### config.mk
export PLATFORM = sky130hd
export DESIGN_NAME = alu_mdu_control
export DESIGN_NICKNAME = d
export VERILOG_FILES = /design/src/rtl/alu_mdu_control.sv
export SDC_FILE = /design/constraint.sdc
export NUM_CORES = 1
export LEC_CHECK = 0
export CORE_MARGIN = 5
export CORE_UTILIZATION = 50
export CTS_CLUSTER_DIAMETER = 50
export DETAILED_ROUTE_END_ITERATION = 16
export GPL_TIMING_DRIVEN = 0
export PLACE_DENSITY = 0.84
export SLEW_MARGIN = 15
export SYNTH_ARGS = -nofsm -noshare
export SYNTH_HDL_FRONTEND = slang
export SYNTH_SLANG_ARGS = --single-unit
### constraint.sdc
create_clock -name clk -period 3.51 [get_ports clk]
set_clock_uncertainty 0.05 [all_clocks]
set_input_delay 0.5265 -clock clk [delete_from_list [all_inputs] [get_ports clk]]
set_output_delay 0.5265 -clock clk [all_outputs]
set_load 0.02 [all_outputs]
### src/rtl/alu_mdu_control.sv
// alu_mdu_control
//   Decodes {ALUOp, ALUFunction} into a 4-bit ALU operation code and sequences
//   multi-cycle MULT/MULTU/DIV/DIVU operations for the multiply-divide unit.
//   Optional feature macro: ALU_ILLEGAL_TRAP_EN (sticky illegal-selector flag).
module alu_mdu_control #(
  parameter int ALUOP_WIDTH = 3,
  parameter int FUNCT_WIDTH = 6,
  parameter int MUL_CYCLES  = 4,
  parameter int DIV_CYCLES  = 32
) (
  input  logic                   clk,
  input  logic                   reset,
  input  logic                   valid_i,
  input  logic [ALUOP_WIDTH-1:0] ALUOp,
  input  logic [FUNCT_WIDTH-1:0] ALUFunction,
  output logic [3:0]             ALUOperation,
  output logic                   mdu_start,
  output logic                   mdu_busy,
  output logic                   stall,
  output logic                   hilo_we,
  output logic                   hilo_sel,
  output logic                   illegal_op
);

  localparam int MAXC = (MUL_CYCLES > DIV_CYCLES) ? MUL_CYCLES : DIV_CYCLES;
  localparam int CW   = (MAXC > 1) ? $clog2(MAXC) : 1;

  localparam logic [ALUOP_WIDTH-1:0] OP_RTYPE = {ALUOP_WIDTH{1'b1}};
  localparam logic [ALUOP_WIDTH-1:0] OP_ADDI  = ALUOP_WIDTH'(3'b100);
  localparam logic [ALUOP_WIDTH-1:0] OP_ORI   = ALUOP_WIDTH'(3'b101);
  localparam logic [ALUOP_WIDTH-1:0] OP_LUI   = ALUOP_WIDTH'(3'b011);
  localparam logic [ALUOP_WIDTH-1:0] OP_ANDI  = ALUOP_WIDTH'(3'b110);

  localparam logic [FUNCT_WIDTH-1:0] FN_AND   = FUNCT_WIDTH'(6'b100100);
  localparam logic [FUNCT_WIDTH-1:0] FN_OR    = FUNCT_WIDTH'(6'b100101);
  localparam logic [FUNCT_WIDTH-1:0] FN_NOR   = FUNCT_WIDTH'(6'b100111);
  localparam logic [FUNCT_WIDTH-1:0] FN_ADD   = FUNCT_WIDTH'(6'b010100);
  localparam logic [FUNCT_WIDTH-1:0] FN_SLL   = FUNCT_WIDTH'(6'b000000);
  localparam logic [FUNCT_WIDTH-1:0] FN_SRL   = FUNCT_WIDTH'(6'b000010);
  localparam logic [FUNCT_WIDTH-1:0] FN_MULT  = FUNCT_WIDTH'(6'b011000);
  localparam logic [FUNCT_WIDTH-1:0] FN_MULTU = FUNCT_WIDTH'(6'b011001);
  localparam logic [FUNCT_WIDTH-1:0] FN_DIV   = FUNCT_WIDTH'(6'b011010);
  localparam logic [FUNCT_WIDTH-1:0] FN_DIVU  = FUNCT_WIDTH'(6'b011011);
  localparam logic [FUNCT_WIDTH-1:0] FN_MFHI  = FUNCT_WIDTH'(6'b010000);
  localparam logic [FUNCT_WIDTH-1:0] FN_MFLO  = FUNCT_WIDTH'(6'b010010);

  localparam logic [3:0] CODE_ILLEGAL = 4'b1111;

  typedef enum logic [1:0] {
    IDLE = 2'd0,
    RUN  = 2'd1,
    DONE = 2'd2
  } state_t;

  state_t        state, state_nxt;
  logic [CW-1:0] cnt, cnt_nxt;

  logic is_rtype;
  logic is_mul;
  logic is_div;
  logic is_mdu;
  logic is_hilo;
  logic issue;

  // Operation code lookup: R-type uses funct, everything else uses ALUOp.
  function automatic logic [3:0] decode_op(input logic [ALUOP_WIDTH-1:0] op,
                                           input logic [FUNCT_WIDTH-1:0] fn);
    logic [3:0] code;
    code = CODE_ILLEGAL;
    if (op == OP_RTYPE) begin
      case (fn)
        FN_AND:   code = 4'b0000;
        FN_OR:    code = 4'b0001;
        FN_NOR:   code = 4'b0010;
        FN_ADD:   code = 4'b0011;
        FN_SLL:   code = 4'b0100;
        FN_SRL:   code = 4'b0101;
        FN_MULT:  code = 4'b1010;
        FN_MULTU: code = 4'b1011;
        FN_DIV:   code = 4'b1100;
        FN_DIVU:  code = 4'b1101;
        FN_MFHI:  code = 4'b1110;
        FN_MFLO:  code = 4'b1110;
        default:  code = CODE_ILLEGAL;
      endcase
    end else begin
      case (op)
        OP_ADDI: code = 4'b0110;
        OP_ORI:  code = 4'b0111;
        OP_LUI:  code = 4'b1000;
        OP_ANDI: code = 4'b1001;
        default: code = CODE_ILLEGAL;
      endcase
    end
    return code;
  endfunction

  // Zero-latency decode and instruction class flags, independent of state.
  always_comb begin
    ALUOperation = decode_op(ALUOp, ALUFunction);
    is_rtype     = (ALUOp == OP_RTYPE);
    is_mul       = is_rtype && ((ALUFunction == FN_MULT) || (ALUFunction == FN_MULTU));
    is_div       = is_rtype && ((ALUFunction == FN_DIV)  || (ALUFunction == FN_DIVU));
    is_mdu       = is_mul || is_div;
    is_hilo      = is_rtype && ((ALUFunction == FN_MFHI) || (ALUFunction == FN_MFLO));
    hilo_sel     = is_rtype && (ALUFunction == FN_MFHI);
  end

  // Stall/issue: MDU ops wait out RUN; HI/LO reads also wait out DONE,
  // since the result is only written on that edge. Reset masks the pulse.
  always_comb begin
    stall     = valid_i && (((is_mdu || is_hilo) && (state == RUN)) ||
                            (is_hilo && (state == DONE)));
    issue     = valid_i && is_mdu && !stall && !reset;
    mdu_start = issue;
    mdu_busy  = (state != IDLE);
    hilo_we   = (state == DONE);
  end

  // Sequencer state and down-counter register.
  always_ff @(posedge clk or posedge reset) begin
    if (reset) begin
      state <= IDLE;
      cnt   <= '0;
    end else begin
      state <= state_nxt;
      cnt   <= cnt_nxt;
    end
  end

  // Next-state logic: issue loads the counter, RUN counts to zero, DONE lasts one cycle.
  always_comb begin
    state_nxt = state;
    cnt_nxt   = cnt;
    case (state)
      IDLE: begin
        if (issue) begin
          state_nxt = RUN;
          cnt_nxt   = is_mul ? CW'(MUL_CYCLES - 1) : CW'(DIV_CYCLES - 1);
        end
      end
      RUN: begin
        if (cnt == '0) begin
          state_nxt = DONE;
        end else begin
          cnt_nxt = cnt - 1'b1;
        end
      end
      DONE: begin
        if (issue) begin
          state_nxt = RUN;
          cnt_nxt   = is_mul ? CW'(MUL_CYCLES - 1) : CW'(DIV_CYCLES - 1);
        end else begin
          state_nxt = IDLE;
        end
      end
      default: begin
        state_nxt = IDLE;
        cnt_nxt   = '0;
      end
    endcase
  end

`ifdef ALU_ILLEGAL_TRAP_EN
  logic illegal_q;

  // Sticky flag: any valid instruction with an unmatched selector sets it until reset.
  always_ff @(posedge clk or posedge reset) begin
    if (reset) begin
      illegal_q <= 1'b0;
    end else if (valid_i && (ALUOperation == CODE_ILLEGAL)) begin
      illegal_q <= 1'b1;
    end
  end

  assign illegal_op = illegal_q;
`else
  assign illegal_op = 1'b0;
`endif

endmodule

After elaboration in Yosys (flattened, before gate mapping)
Cells that the tools add are included.

operators by class
  add/sub/neg operators = 1
  equality and inequality tests = 22
  muxes and demuxes = 11
  reductions and logical operators = 26

operator list
  cell                                                                   number
  4-bit one-hot mux with 11 select lines                                 1
  6-bit by 5-bit equality test with 1-bit output, second input constant  7
  6-bit equality test, second input constant                             3
  4-bit one-hot mux with 4 select lines                                  1
  5-bit two-way mux                                                      3
  3-bit equality test, second input constant                             4
  1-bit logical AND                                                      10
  5-bit one-hot mux with 2 select lines                                  1
  6-bit by 2-bit equality test with 1-bit output, second input constant  1
  6-bit logical NOT                                                      1
  1-bit logical OR                                                       6
  2-bit one-hot mux with 3 select lines                                  1
  5-bit logical NOT                                                      1
  5-bit by 1-bit subtractor with 5-bit output, second input constant     1
  2-bit two-way mux                                                      2
  4-bit two-way mux                                                      1
  2-bit by 1-bit != test with 1-bit output, second input constant        2
  2-bit != test, second input constant                                   2
  2-bit AND reduction                                                    2
  2-bit OR reduction                                                     2
  3-bit by 2-bit equality test with 1-bit output, second input constant  1
  2-bit by 1-bit equality test with 1-bit output, second input constant  1
  2-bit equality test, second input constant                             1
  1-bit logical NOT                                                      2
  3 further kinds                                                        3

word-level totals
  bits in registers = 7
  bits of input ports = 12
  output and inout port bits = 10
  word-level logic and storage cells = 62

Depth between registers and ports, before layout
  depth after elaboration = 13
  depth in mapped cells = 6
  gate-level depth less buffers = 6

Worst setup path before layout
OpenSTA, ideal clock, no wires.

  kind = input to output
  start point = input port ALUFunction[2]
  end point = output port ALUOperation[0]
  arrival time = 1.477 ns
  required time = 2.934 ns
  path slack = 1.457 ns
  cell stages on the path = 5
  path buffers = 1
  cell sequence = buf_6 > and3b_2 > nor2_1 > o311ai_0 > a31oi_1

on the way
  word-level cells in the longest chain between the ends = 4
  elaborated cells on any way between the ends = 15
  classes of those cells = eq/ne: 11; mux: 2; reduce/logical: 2

RTL lines
  element                                         line  text
  from (decl)                                     15    input logic [FUNCT_WIDTH-1:0] ALUFunction,
  6-bit by 5-bit equality test with 1-bit output  71    case (fn)
  2-bit OR reduction (no source line)             -
  4-bit one-hot mux with 11 select lines (*)      71
  4-bit two-way mux (*)                           70    if (op == OP_RTYPE) begin
  to (decl)                                       16    output logic [3:0] ALUOperation,

Mark *: on every way between the ends. The rest lies on a longest branch, timed or not.

Worst setup path after layout
  start point = input port ALUFunction[5]
  end point = output port mdu_start

on the way
  word-level cells in the longest chain between the ends = 11
  elaborated cells on any way between the ends = 22
  classes of those cells = eq/ne: 6; reduce/logical: 16

RTL lines
  element                                                            line      text
  6-bit by 5-bit equality test with 1-bit output (on tied branches)  102, 103
  1-bit logical OR (on tied branches)                                102, 103
  1-bit logical AND (on tied branches)                               102, 103
  1-bit logical OR                                                   104       is_mdu = is_mul || is_div;
  1-bit logical OR                                                   112       stall = valid_i && (((is_mdu || is_hilo) && (state == RUN)) ||
  1-bit logical AND                                                  112
  1-bit logical OR                                                   112
  1-bit logical AND                                                  112
  1-bit logical NOT                                                  114       issue = valid_i && is_mdu && !stall && !reset;
  1-bit logical AND (*) (2 in a row)                                 114
  to (decl)                                                          17        output logic mdu_start,

Marked as above.

==> reports/results.env <==
CRITICAL_PATH.MAX_STAGE_DELAY_NS=0.62
GLOBALROUTETOTALUTIL=0.169
CLOCKROOTBUFFER='clkbuf_4'
FINALHOLDVIOLATIONS=0
YOSYS_REGISTER_BITS=7
CP_DATA_REQUIRED_TIME_NS=2.93
NUMBER_OF_BUFFERS_ADDED_BY_THE_CLOCK_TREE_SYNTHESIS_STEP=3
CRITPATHKIND='input port to output port'
HTREEDEPTH=1
SYNTH_ENABLE_FLOP_CELLS=0
PLACE.GP.CONGESTION=0.863
LEAKAGE_nW=0.431
GRT_MAX_DEGREE=11
CLK_LATENCY_NS=0.26
VIA_COUNT_OF_THE_FIRST_GLOBAL_ROUTING_PASS=758
GLOBAL_ROUTE_WIRE_LENGTH_BEFORE_REPAIR_UM=3400
DR.FIRST_ITER.DRC_COUNT=7
FLOORPLAN.IO_PINS=22
FLOORPLAN.CORE_AREA_MM2=0.00147
DRT-VIAS-PER-INSTANCE=6.01
SYNTH_ASYNC_SR_FLOP_SHARE=1.00
SYNTHTOLAYOUTAREAGROWTH_PCT=31.0
YOSYS_WARNINGS=0
POST_ROUTE_CELLS_DRIVE_ABOVE_1_SHARE=0.124
PLACEMENT.IO_BUFFERS=19
CRITICAL_PATH_ENDPOINT_CATEGORY='output port'
CRIT_ARRIVAL_NS=2.49
POST_CTS_RESIZE_COUNT=0
SYNTHESIS.NETS=112
SYN_AVG_CELL_AREA_UM2=7.79
FLOORPLAN.DIE_AREA_MM2=0.00241
KIND_OF_START_POINT_OF_THE_CRITICAL_PATH='input port'
LAYOUT.NETS=136
SLOWEST_STAGE_CELL_CRIT_PATH='clkdlybuf4s50_1'
DETAIL_ROUTE.WL_PER_CELL_UM=13.9
GLOBALROUTE.TOTALOVERFLOW=0
ANTENNA_FOUND_INITIAL=0
CRIT_BUF_INV=2
POST_ROUTE_SETUP_TNS_NS=0
TRITONCTS='yes'
WORST_PATH_MOST_REPEATED_CELL='clkdlybuf4s50_1'
FILLERS=135
OVERALL_POWER_mW=0.482
N_ANTENNA_CELL=0
HOLD_PATH.CLASS='register to register'
DRC=0
DR_TOTAL_VIAS=823
POST-CTS-SETUP-BUFFER-COUNT=0
WORST_IR_DROP_VDD_mV=0.344
RSZ_0062_RAISED_AFTER_GLOBAL_ROUTING='no'
CRITICAL_PATH.MAX_FANOUT=9
PLACE.DETAILED.HPWL_UM=1490
POST_SYNTH_INST_COUNT=98
NUM_ROWS=14
CTS.HOLD.BUFFERS_ADDED=0
FP.DIEW_UM=49.1
SERIES_OF_CELL_INSTANCES_ALONG_THE_CRITICAL_PATH='clkdlybuf4s50_1 -> nor3b_4 -> nand4_1 -> nor2_1 -> clkdlybuf4s50_1'
TIMING.FINAL.CRIT_PERIOD_NS=3.06
NUMCLOCKSINKS=7
SYNTH.YOSYS.SEQ_AREA_SHARE=0.230
P_PER_AREA_mW_PER_MM2=483
ROUTE.ANTENNA.REMAINING_NETS=0
TOTALWIRELENGTH_UM=1910
SYNTH_FLOP_CELL='dfrtp_1'
OUTCOME='completed'
SYN-CELL-AREA_UM2=763
FINAL-MAX-SLEW-VIOLATION-COUNT=0
COUNT_OF_TRITONROUTE_ITERATIONS_IN_THE_FIRST_ROUTING_PASS=4
CELL_TYPE_GROUP_WITH_THE_LARGEST_TOTAL_DELAY_ON_THE_CRITICAL_PATH='buffers and inverters'
FLOORPLAN.INITIALDENSITY=0.519
CTS-ROOT-TO-SINK-BUFFERS=2
MAXCAPVIOLCOUNT=0
SETUP_VIOL=0
PATH_CLK_SLEW_NS=0.05
SYNTHDISTINCTLIBCELLS=41
MAX_CLOCK_FREQ_MHz=326
FINAL.HOLD.WORST_SLACK_NS=0.508
FINALCRITPERIODSHARE=0.873
FINAL_CORE_UTILIZATION=0.679
DIE_Y_UM=49.1
[worst paths after layout]
check	from	to	slack, ns	cells past startpoint
worst max register to register	cnt[0]	cnt[3]	1.76	6
worst min-delay path	cnt[4]	cnt[4]	0.51	2
worst min register to register	cnt[4]	cnt[4]	0.51	2
min in group asynchronous	reset	cnt[0]	0.52	2
max in group asynchronous	reset	cnt[2]	2.64	2
worst max-delay path	ALUFunction[5]	mdu_start	0.45	5
[Yosys cell counts, drive strengths merged (2+ instances only)]
library cell,n,area (um2)
a21oi,8,40.0
mux2i,2,20.0
nand2,4,15.0
nor2b,5,31.3
nor3,3,15.0
a21o,3,22.5
a31oi,5,37.5
nand3,4,20.0
nor2,13,48.8
inv,5,18.8
a2bb2oi,2,17.5
a41oi,2,25.0
ha,2,25.0
dfrtp,7,175
nor3b,3,33.8
and4,2,18.8
buf,3,23.8
o21ai,8,40.0
[layout make-up]
class	instances	area [um2]	share of cell area
timing repair buffer	19	190	0.190
tap	16	20.0	0.0200
sequential	7	175	0.175
clock buffer	4	26.3	0.0263
inverter	5	18.8	0.0188
buffer	4	27.5	0.0275
multi-input combinational	82	542	0.542
[cell families (layout without fill, tap and decap cells)]
kind of cell	after synthesis	after routing	share of synthesized area
other	1	1	0.00491
and+or+nand+nor	44	44	0.346
buffers and inverters	9	32	0.0606
adders and majority gates	2	2	0.0328
muxes	2	2	0.0262
DFF	7	7	0.230
AOI/OAI and AO/OA	33	33	0.300
[metrics by stage]
step,area (um2),setup WS (ns),instances
3_3_place_gp,973,0.459,133
4_1_cts,1000,0.444,137
3_5_place_dp,973,0.445,133
5_1_grt,1000,0.333,137
2_1_floorplan,763,1.46,98
6_report,1000,0.445,137
[placed cells by master (no fill, tap or decap), types with 2 or more instances in the layout]
| master | Yosys | layout |
|---|---|---|
| nand3_1 | 4 | 4 |
| nor3b_1 | 2 | 2 |
| nor2_1 | 13 | 13 |
| clkbuf_4 | 0 | 3 |
| nor2b_1 | 5 | 5 |
| dfrtp_1 | 7 | 7 |
| ha_1 | 2 | 2 |
| a31oi_1 | 4 | 4 |
| clkdlybuf4s50_1 | 0 | 19 |
| nand2_1 | 4 | 4 |
| o21ai_0 | 8 | 8 |
| nor3_1 | 3 | 3 |
| a21oi_1 | 8 | 8 |
| a21o_1 | 3 | 3 |
| mux2i_1 | 2 | 2 |
| clkbuf_1 | 1 | 2 |
| a2bb2oi_1 | 2 | 2 |
| inv_1 | 5 | 5 |
[report_power, final]
part	internal, mW	leakage, nW	switching [mW]
Combinational	0.121	0.332	0.129
Sequential	0.115	0.0835	0.0420
Clock	0.0435	0.0150	0.0318
[routing by layer]
metal | track usage | vias up | share of wire
met3 | 0.0398 | 3 | 0.048
met2 | 0.281 | 19 | 0.49
met4 | 0.0404 | 0 | 0.011
met1 | 0.218 | 386 | 0.45
met5 | 0 | - | 0
li1 | - | 415 | -
[registers in the layout, summed over array words and instances (netlist names)]
signal / cells
cnt: 5
state: 2
[worst min-delay path: cells and delay by family, from the launching register on]
family | cells | cell delay (ns)
compound gates | 2 | 0.15
flops | 1 | 0.37
Note: power is estimated with default switching activity, not from simulation.
